## config.mk

```make
export PLATFORM = sky130hd
export DESIGN_NAME = cart_load_ctrl
export DESIGN_NICKNAME = d
export VERILOG_FILES = /design/src/rtl/cart_load_ctrl.sv
export SDC_FILE = /design/constraint.sdc
export NUM_CORES = 1
export LEC_CHECK = 0
export BUFFER_PORTS_ARGS = -buffer_cell sky130_fd_sc_hd__buf_2
export CAP_MARGIN = 20
export CORE_ASPECT_RATIO = 0.7
export CORE_UTILIZATION = 45
export DETAILED_ROUTE_END_ITERATION = 6
export GPL_ROUTABILITY_DRIVEN = 0
export PLACE_DENSITY_LB_ADDON = 0.2
export REMOVE_ABC_BUFFERS = 1
export SYNTH_ARGS = -nofsm -noshare
export SYNTH_HDL_FRONTEND = slang
export SYNTH_SLANG_ARGS = --single-unit
```

## constraint.sdc

```tcl
create_clock -name clk_sys -period 13 [get_ports clk_sys]
set_input_delay 0.65 -clock clk_sys [delete_from_list [all_inputs] [get_ports clk_sys]]
set_output_delay 0.65 -clock clk_sys [all_outputs]
set_load 0.1 [all_outputs]
```

## src/rtl/cart_load_ctrl.sv

```systemverilog
// Steers HPS ioctl downloads into the cart/BIOS RAM write ports, strips the A78
// header, derives cart size/mask and holds the console in reset until a cart is loaded.
module cart_load_ctrl #(
    parameter int HOLD_CYCLES = 16,
    parameter int HDR_LEN     = 128
) (
    input  logic        clk_sys,
    input  logic        reset,
    input  logic        ioctl_download,
    input  logic [7:0]  ioctl_index,
    input  logic [24:0] ioctl_addr,
    input  logic [7:0]  ioctl_dout,
    input  logic        ioctl_wr,
    output logic        cart_we,
    output logic [17:0] cart_waddr,
    output logic        bios_we,
    output logic [11:0] bios_waddr,
    output logic [7:0]  wdata,
    output logic        cart_is_7800,
    output logic [31:0] cart_size,
    output logic [17:0] cart_mask,
    output logic [15:0] cart_flags,
    output logic [7:0]  joy0_type,
    output logic [7:0]  joy1_type,
    output logic        cart_region,
    output logic [7:0]  cart_save,
    output logic        hold_reset,
    output logic        load_done
);

    typedef enum logic [2:0] {
        S_IDLE      = 3'd0,
        S_CART_HDR  = 3'd1,
        S_CART_BODY = 3'd2,
        S_BIOS      = 3'd3,
        S_FINISH    = 3'd4
    } state_t;

    localparam logic [24:0] HDR_LEN_A = 25'(HDR_LEN);
    localparam logic [17:0] HDR_LEN_R = 18'(HDR_LEN);
    localparam logic [31:0] HDR_LEN_W = 32'(HDR_LEN);
    localparam logic [15:0] HOLD_INIT = 16'(HOLD_CYCLES);

    // Expected "ATARI" signature byte for header positions 1..5.
    function automatic logic [7:0] magic_byte(input logic [2:0] idx);
        logic [7:0] b;
        case (idx)
            3'd1:    b = 8'h41;
            3'd2:    b = 8'h54;
            3'd3:    b = 8'h41;
            3'd4:    b = 8'h52;
            3'd5:    b = 8'h49;
            default: b = 8'h00;
        endcase
        return b;
    endfunction

    // Smear size-1 down to all-ones below its MSB, then clamp to the RAM span.
    function automatic logic [17:0] size_to_mask(input logic [31:0] size);
        logic [31:0] v;
        logic [17:0] m;
        v = size - 32'd1;
        v = v | (v >> 1);
        v = v | (v >> 2);
        v = v | (v >> 4);
        v = v | (v >> 8);
        v = v | (v >> 16);
        if (size <= 32'd1) begin
            m = 18'd0;
        end else if (v > 32'h0003_FFFF) begin
            m = 18'h3FFFF;
        end else begin
            m = v[17:0];
        end
        return m;
    endfunction

    state_t      state_q, state_d;
    logic        dl_q;
    logic        is_cart_q, is_cart_d;
    logic        written_q, written_d;
    logic        magic_ok_q, magic_ok_d;
    logic [24:0] last_addr_q, last_addr_d;
    logic        cart_is_7800_q, cart_is_7800_d;
    logic [31:0] cart_size_q, cart_size_d;
    logic [17:0] cart_mask_q, cart_mask_d;
    logic [15:0] cart_flags_q, cart_flags_d;
    logic [7:0]  joy0_q, joy0_d;
    logic [7:0]  joy1_q, joy1_d;
    logic        region_q, region_d;
    logic [7:0]  save_q, save_d;
    logic        cart_we_q, cart_we_d;
    logic [17:0] cart_waddr_q, cart_waddr_d;
    logic        bios_we_q, bios_we_d;
    logic [11:0] bios_waddr_q, bios_waddr_d;
    logic [7:0]  wdata_q, wdata_d;
    logic        loaded_q, loaded_d;
    logic        load_done_q, load_done_d;
    logic [15:0] hold_cnt_q, hold_cnt_d;

    logic        dl_rise, dl_fall, hdr_write, magic_pos;
    logic [17:0] body_addr;
    logic [31:0] size_calc;

    assign dl_rise   = ioctl_download & ~dl_q;
    assign dl_fall   = ~ioctl_download & dl_q;
    assign hdr_write = (state_q == S_CART_HDR) && (ioctl_addr < HDR_LEN_A);
    assign magic_pos = (ioctl_addr >= 25'd1) && (ioctl_addr <= 25'd5);
    assign body_addr = ioctl_addr[17:0] - (cart_is_7800_q ? HDR_LEN_R : 18'd0);
    assign size_calc = (cart_is_7800_q && (last_addr_q < HDR_LEN_A)) ? 32'd0 :
                       ({7'd0, last_addr_q} + 32'd1 - (cart_is_7800_q ? HDR_LEN_W : 32'd0));

    // Next-state and datapath decode for the download sequencer.
    always_comb begin
        state_d        = state_q;
        is_cart_d      = is_cart_q;
        written_d      = written_q;
        magic_ok_d     = magic_ok_q;
        last_addr_d    = last_addr_q;
        cart_is_7800_d = cart_is_7800_q;
        cart_size_d    = cart_size_q;
        cart_mask_d    = cart_mask_q;
        cart_flags_d   = cart_flags_q;
        joy0_d         = joy0_q;
        joy1_d         = joy1_q;
        region_d       = region_q;
        save_d         = save_q;
        cart_we_d      = 1'b0;
        cart_waddr_d   = cart_waddr_q;
        bios_we_d      = 1'b0;
        bios_waddr_d   = bios_waddr_q;
        wdata_d        = wdata_q;
        loaded_d       = loaded_q;
        load_done_d    = 1'b0;
        hold_cnt_d     = hold_cnt_q;

        case (state_q)
            S_IDLE: begin
                hold_cnt_d = (hold_cnt_q != 16'd0) ? (hold_cnt_q - 16'd1) : 16'd0;
                if (dl_rise && (ioctl_index != 8'd0)) begin
                    state_d        = S_CART_HDR;
                    is_cart_d      = 1'b1;
                    written_d      = 1'b0;
                    magic_ok_d     = 1'b1;
                    last_addr_d    = 25'd0;
                    cart_is_7800_d = 1'b0;
                    cart_flags_d   = 16'd0;
                    joy0_d         = 8'd0;
                    joy1_d         = 8'd0;
                    region_d       = 1'b0;
                    save_d         = 8'd0;
                end else if (dl_rise) begin
                    state_d   = S_BIOS;
                    is_cart_d = 1'b0;
                end else begin
                    state_d = S_IDLE;
                end
            end
            S_CART_HDR, S_CART_BODY: begin
                if (ioctl_wr && hdr_write) begin
                    written_d    = 1'b1;
                    last_addr_d  = ioctl_addr;
                    wdata_d      = ioctl_dout;
                    cart_we_d    = ~cart_is_7800_q;
                    cart_waddr_d = ioctl_addr[17:0];
                    if (magic_pos && (ioctl_dout != magic_byte(ioctl_addr[2:0]))) begin
                        magic_ok_d = 1'b0;
                    end else begin
                        magic_ok_d = magic_ok_q;
                    end
                    // Signature verdict lands with byte 5, so byte 5 itself still reaches RAM.
                    if (ioctl_addr == 25'd5) begin
                        cart_is_7800_d = magic_ok_d;
                    end else begin
                        cart_is_7800_d = cart_is_7800_q;
                    end
                    case (ioctl_addr)
                        25'd53:  cart_flags_d[15:8] = ioctl_dout;
                        25'd54:  cart_flags_d[7:0]  = ioctl_dout;
                        25'd55:  joy0_d             = ioctl_dout;
                        25'd56:  joy1_d             = ioctl_dout;
                        25'd57:  region_d           = ioctl_dout[0];
                        25'd58:  save_d             = ioctl_dout;
                        default: begin end
                    endcase
                end else if (ioctl_wr) begin
                    written_d    = 1'b1;
                    last_addr_d  = ioctl_addr;
                    wdata_d      = ioctl_dout;
                    cart_we_d    = 1'b1;
                    cart_waddr_d = body_addr;
                end else begin
                    written_d = written_q;
                end
                state_d = dl_fall ? S_FINISH :
                          ((ioctl_wr && !hdr_write) ? S_CART_BODY : state_q);
            end
            S_BIOS: begin
                if (ioctl_wr && (ioctl_addr < 25'd4096)) begin
                    bios_we_d    = 1'b1;
                    bios_waddr_d = ioctl_addr[11:0];
                    wdata_d      = ioctl_dout;
                end else begin
                    bios_we_d = 1'b0;
                end
                state_d = dl_fall ? S_FINISH : S_BIOS;
            end
            S_FINISH: begin
                state_d = S_IDLE;
                if (is_cart_q && written_q) begin
                    cart_size_d = size_calc;
                    cart_mask_d = size_to_mask(size_calc);
                    load_done_d = 1'b1;
                    loaded_d    = 1'b1;
                    hold_cnt_d  = HOLD_INIT;
                end else if (is_cart_q) begin
                    cart_size_d = 32'd0;
                end else begin
                    cart_size_d = cart_size_q;
                end
                if (is_cart_q && !cart_is_7800_q) begin
                    cart_flags_d = 16'd0;
                    joy0_d       = 8'd0;
                    joy1_d       = 8'd0;
                    region_d     = 1'b0;
                    save_d       = 8'd0;
                end else begin
                    cart_flags_d = cart_flags_q;
                end
            end
            default: begin
                state_d = S_IDLE;
            end
        endcase
    end

    // State and output registers with synchronous reset.
    always_ff @(posedge clk_sys) begin
        if (reset) begin
            state_q        <= S_IDLE;
            // Pretend download was already high so a download in flight at reset
            // release is not mistaken for a fresh rising edge.
            dl_q           <= 1'b1;
            is_cart_q      <= 1'b0;
            written_q      <= 1'b0;
            magic_ok_q     <= 1'b0;
            last_addr_q    <= 25'd0;
            cart_is_7800_q <= 1'b0;
            cart_size_q    <= 32'd0;
            cart_mask_q    <= 18'd0;
            cart_flags_q   <= 16'd0;
            joy0_q         <= 8'd0;
            joy1_q         <= 8'd0;
            region_q       <= 1'b0;
            save_q         <= 8'd0;
            cart_we_q      <= 1'b0;
            cart_waddr_q   <= 18'd0;
            bios_we_q      <= 1'b0;
            bios_waddr_q   <= 12'd0;
            wdata_q        <= 8'd0;
            loaded_q       <= 1'b0;
            load_done_q    <= 1'b0;
            hold_cnt_q     <= 16'd0;
        end else begin
            state_q        <= state_d;
            dl_q           <= ioctl_download;
            is_cart_q      <= is_cart_d;
            written_q      <= written_d;
            magic_ok_q     <= magic_ok_d;
            last_addr_q    <= last_addr_d;
            cart_is_7800_q <= cart_is_7800_d;
            cart_size_q    <= cart_size_d;
            cart_mask_q    <= cart_mask_d;
            cart_flags_q   <= cart_flags_d;
            joy0_q         <= joy0_d;
            joy1_q         <= joy1_d;
            region_q       <= region_d;
            save_q         <= save_d;
            cart_we_q      <= cart_we_d;
            cart_waddr_q   <= cart_waddr_d;
            bios_we_q      <= bios_we_d;
            bios_waddr_q   <= bios_waddr_d;
            wdata_q        <= wdata_d;
            loaded_q       <= loaded_d;
            load_done_q    <= load_done_d;
            hold_cnt_q     <= hold_cnt_d;
        end
    end

    assign cart_we      = cart_we_q;
    assign cart_waddr   = cart_waddr_q;
    assign bios_we      = bios_we_q;
    assign bios_waddr   = bios_waddr_q;
    assign wdata        = wdata_q;
    assign cart_is_7800 = cart_is_7800_q;
    assign cart_size    = cart_size_q;
    assign cart_mask    = cart_mask_q;
    assign cart_flags   = cart_flags_q;
    assign joy0_type    = joy0_q;
    assign joy1_type    = joy1_q;
    assign cart_region  = region_q;
    assign cart_save    = save_q;
    assign load_done    = load_done_q;
    assign hold_reset   = reset | ~loaded_q | ioctl_download | (hold_cnt_q != 16'd0);

endmodule

```

**Word-level counts from Yosys, hierarchy flattened**

Cells that the tools add are included.

- Register bits: 182
- Latch bits: 0
- Bits in writable memories: 0
- Memory bits (read-only): 0
- Output and inout bits: 134
- Word-level logic and storage cells: 193
- Memories: 0

- $add $sub $neg: 5
- Multipliers: 0
- Divide/modulo/power cells: 0
- Magnitude comparators: 7
- Eq/ne operators: 31
- Shifts and indexed selects: 0
- Muxes and demuxes: 67
- Bitwise gates (word level): 17
- Reduce and logical (&&, ||, !) cells: 43

Operators with widths:

| cell | count |
|---|---|
| 25-bit by 6-bit == test with 1-bit output, second input constant | 6 |
| 8-bit 2-to-1 mux | 17 |
| 32-bit 2-to-1 mux | 3 |
| 16-bit 2-to-1 mux | 5 |
| 25-bit 2-to-1 mux | 3 |
| 18-bit 2-to-1 mux | 4 |
| 8-bit case mux with 3 select lines | 3 |
| 25-bit by 8-bit < comparator with 1-bit output, second input constant | 2 |
| 25-bit case mux with 2 select lines | 1 |
| 16-bit case mux with 3 select lines | 1 |
| 32-bit by 18-bit > comparator with 1-bit output, second input constant | 1 |
| 32-bit by 1-bit less-or-equal comparator with 1-bit output, second input constant | 1 |
| 32-bit by 16-bit OR with 32-bit output | 1 |
| 32-bit by 24-bit OR with 32-bit output | 1 |
| 32-bit by 28-bit OR with 32-bit output | 1 |
| 32-bit by 30-bit OR with 32-bit output | 1 |
| 32-bit by 31-bit OR with 32-bit output | 1 |
| 16-bit case mux with 2 select lines | 1 |
| 32-bit by 1-bit subtractor with 32-bit output, second input constant | 1 |
| 5-bit AND reduction | 6 |
| 7-bit case mux with 4 select lines | 1 |
| 26-bit by 8-bit subtractor with 27-bit output | 1 |
| 25-bit by 1-bit adder with 26-bit output, second input constant | 1 |
| 25-bit by 3-bit == test with 1-bit output, second input constant | 1 |
| 33 further kinds | 106 |

**Depth between registers and ports, before layout**

- Depth after elaboration: 12
- Depth in mapped cells: 20
- Mapped depth without buffers: 17

**Worst setup path after synthesis**

Ideal clock, no wire load.

- Kind: register to register
- Start point: reg cart_is_7800_q, in the netlist cart_is_7800
- End point: reg cart_mask_q[1], in the netlist cart_mask[1]
- Setup time: 0.120 ns
- Arrival time: 4.797 ns
- Setup slack: 8.084 ns
- Cell stages (with the launch flop): 15
- Clock period less this slack: 4.916 ns
- Cell sequence: dfxtp_1 -> inv_1 -> ha_1 -> ha_1 -> buf_2 -> a21oi_1 -> o221ai_1 -> xnor2_1 -> o2111ai_4 -> or4_1 -> o41a_1 -> nor3_2 -> nand4_2 -> o31a_1 -> a211o_1

- Word-level cells in the longest chain between the ends: 12

RTL lines:

| what | line | text |
|---|---|---|
| start, declared | 84 | `logic cart_is_7800_q, cart_is_7800_d;` |
| start signal, assigned | 271 | `cart_is_7800_q <= cart_is_7800_d;` |
| 8-bit 2-to-1 mux | 111 | `({7'd0, last_addr_q} + 32'd1 - (cart_is_7800_q ? HDR_LEN_W : 32'd0));` |
| 26-bit by 8-bit subtractor with 27-bit output | 111 |  |
| 32-bit 2-to-1 mux (*) | 110 | `assign size_calc = (cart_is_7800_q && (last_addr_q < HDR_LEN_A)) ? 32'd0 :` |
| 32-bit by 1-bit subtractor with 32-bit output | 62 | `v = size - 32'd1;` |
| 32-bit by 31-bit OR with 32-bit output | 63 | `v = v \| (v >> 1);` |
| 32-bit by 30-bit OR with 32-bit output | 64 | `v = v \| (v >> 2);` |
| 32-bit by 28-bit OR with 32-bit output | 65 | `v = v \| (v >> 4);` |
| 32-bit by 24-bit OR with 32-bit output | 66 | `v = v \| (v >> 8);` |
| 32-bit by 16-bit OR with 32-bit output | 67 | `v = v \| (v >> 16);` |
| 32-bit by 18-bit > comparator with 1-bit output | 70 | `end else if (v > 32'h0003_FFFF) begin` |
| 18-bit 2-to-1 mux | 70 |  |
| 18-bit 2-to-1 mux (*) | 68 | `if (size <= 32'd1) begin` |
| end signal, assigned | 273 | `cart_mask_q <= cart_mask_d;` |
| end, declared | 86 | `logic [17:0] cart_mask_q, cart_mask_d;` |

Mark *: on every way between the ends. The rest lies on a longest branch, timed or not.
A chain may end at the register's enable or synchronous reset.

**Worst setup path after layout**

- Start point: reg cart_is_7800_q, in the netlist cart_is_7800
- End point: reg cart_mask_q[2], in the netlist cart_mask[2]

Same word-level chain as after synthesis.

==> metrics.txt <==
PortBufs 178; Combinational Power Share between 20% and 30%; final hold violation count 0; drt first pass iters 6; Synth Instances 1,170; Seq/Total Area, Yosys 36.47%; FP Rows 44; Via density ~5.7; final wirelength about 27,000 um; Clock Pin Slew Worst Setup and Hold Paths approximately 70 ps; Worst path most repeated cell ha_1; Final period util 39.82%; Worst path slowest cell mux2i_1; worst path bufs/invs 1; DR WL/cell 16.85 um; WP data arrival 5510 ps; layout cells sized above 1 18.16%; fillers roughly 2,000; CTS Buffer Depth 2; GRT Util Overall 24.77%; worst-path cell chain inv_1 -> ha_1 -> ha_1 -> a21oi_2 -> a211o_1 -> a31oi_1 -> nor3_1 -> mux2i_1 -> nand4_1 -> or3_1 -> o31ai_1 -> nand4_2 -> o31a_1 -> a221o_1; # placed instances 1,574; clock share of power 33.7%; # Post-CTS Setup Buffers 0; dominant synthesized flop cell dfxtp_1; fin util 54.19%; Relative slew margins 33.15%; NumNets Final 1,408; sequential power share 39.0%; # clock sinks roughly 180; Final Setup Violations 0; Synth Area per Inst 8.304 um^2; Starting DRT DRC Count 794; post-detailed-route count of antenna-violating nets 0; startpoint types flop; largest net degree at the start of global routing 72; Initial Util 46.44%; Synth Register Bits roughly 180; max-cap violations 0; clk root buf clkbuf_16; CTS buffer count 17; Sequential cell area between 3000 and 4000 um^2; commonest non-fill, non-tap cells in the layout dfxtp_1 (177), buf_2 (177), nor2_1 (143); vias in the first global route about 8,300; Worst path max stage delay 650 ps; Post-synth EDFFs 0; Crit Path Class reg -> reg; Cell Area, Synth 9716 um^2; min Tclk post-route 5177 ps; Max Clock Freq 193.2 MHz; CORE AREA 20,920 um^2; Hold WC Path Type reg -> reg; hpwl dp 20,350 um; VDD IR max 93.15 uV; critical path's top delay family compound AO/OA/AOI/OAI gates; Die Wd 177.6 um; initial antenna violation count 0; non-filler instance count after layout approximately 1,600; WHS ~450 ps; Lkg Pwr 4.932 nW; die height about 120 um; Hold Buf Count CTS 0; die area 22,190 um^2; CTS tree done; Synth cell types roughly 80; # DRC 0; first-pass GRT wire length 43,990 um; Power Dens Cells around 130 nW/um^2; Pint 0.9718 mW; worst path required time 13,340 ps; Multi-input gate area 5743 um^2; Worst Setup End Kind flop; Clock Latency Late Sink 450 ps; Async SR Flop Fraction 0%; skew final 11.67 ps; Psw 0.5062 mW; IO Pins 179; RSZ-0062 raised after global routing no; area grow syn2layout 16.69%; measured slew at the worst slew-check pin about 980 ps; total negative slack 0 ps; status finished clean; Ant. Diodes 0; H-tree depth 4; Warnings, synthesis 0; vias after detailed routing 9,173; Max Slew Vio Count 0; switch share about 34%; total gr overflow 0; post_cts resized 0; CP Max Fanout 11
layer usage:
metal	share of wire (%)	wire [um]	track usage (%)	up-vias
met4	1.1	284	5.681	0
met1	49	13350	37.35	4309
li1	-	-	-	4506
met3	8.6	2335	6.752	28
met2	41	11040	34.49	330
met5	0	0	0	-
tightest hold or removal path: cells and delay by family (launching register included):
kind             cells  cell delay (ps)
DFF                  1              320
and+or+nand+nor      2               90
stage by stage:
stage                     total power, mW  area [um^2]  setup slack, ps
after floorplan                    0.8787         9459             8067
after detailed placement           0.9812        10790             8014
after global routing                1.555        11340             7540
after global placement             0.9776        10780             8171
final                               1.478        11340             7823
after CTS                           1.478        11340             7984
cell usage after synthesis (11+ instances only):
| master | count | area [um^2] |
|---|---|---|
| a21oi_1 | 72 | 360.4 |
| a31oi_1 | 14 | 87.58 |
| a22o_1 | 29 | 254.0 |
| clkbuf_1 | 47 | 176.4 |
| nand3_1 | 22 | 110.1 |
| a311oi_1 | 12 | 105.1 |
| dfxtp_1 | 177 | 3543 |
| nor2_1 | 143 | 536.8 |
| nor4_1 | 12 | 75.07 |
| ha_1 | 46 | 575.6 |
| nand4_1 | 13 | 81.33 |
| and2_1 | 15 | 93.84 |
| nor3_1 | 33 | 165.2 |
| inv_1 | 49 | 183.9 |
| mux2i_1 | 59 | 590.6 |
| a211oi_1 | 14 | 105.1 |
| nor2b_1 | 18 | 112.6 |
| xor2_1 | 11 | 96.34 |
| xnor2_1 | 23 | 201.4 |
| nand2b_1 | 18 | 112.6 |
| nand2_1 | 115 | 431.7 |
| o21ai_0 | 55 | 275.3 |
registers in the layout (all words and copies together) (netlist names), 3 cells and up:
| register | flops |
|---|---|
| bios_waddr | 12 |
| last_addr_q | 25 |
| cart_save | 8 |
| cart_waddr | 18 |
| cart_mask | 18 |
| joy0_type | 8 |
| cart_flags | 16 |
| hold_cnt_q | 16 |
| wdata | 8 |
| state_q | 3 |
| cart_size | 27 |
| joy1_type | 8 |
kinds of logic after synthesis:
family                   synth area share [%]
XOR/XNOR                                3.232
adder cells (fa/ha/maj)                 5.924
flip-flops                              36.47
AND/OR/NAND/NOR                         22.77
buffers and inverters                   4.533
multiplexers                            6.079
AO/OA/AOI/OAI                           20.99
layout make-up:
type / count / area share (%)
multi-input combinational: 883 / 50.66
sequential: 177 / 31.25
timing repair buffer: 189 / 8.608
clock buffer: 20 / 3.940
tap: 276 / 3.046
inverter: 49 / 1.622
clock inverter: 9 / 0.8719
power by group through the flow:
stage / Clock [mW] / Sequential (mW) / Combinational, mW
after global placement: 0 / 0.588 / 0.390
final: 0.499 / 0.576 / 0.403
after global routing: 0.530 / 0.579 / 0.446
after floorplan: 0 / 0.604 / 0.274
after CTS: 0.506 / 0.576 / 0.395
after detailed placement: 0 / 0.588 / 0.393
worst paths after layout:
path,from,endpoint,slack (ps),cells after the start
worst min register to register,cart_mask[10],cart_mask[10],450,2
worst max-delay path,cart_is_7800,cart_mask[2],7820,14
worst max register to register,cart_is_7800,cart_mask[2],7820,14
worst min-delay path,cart_mask[10],cart_mask[10],450,2
Power figures use the tool's default switching activity.
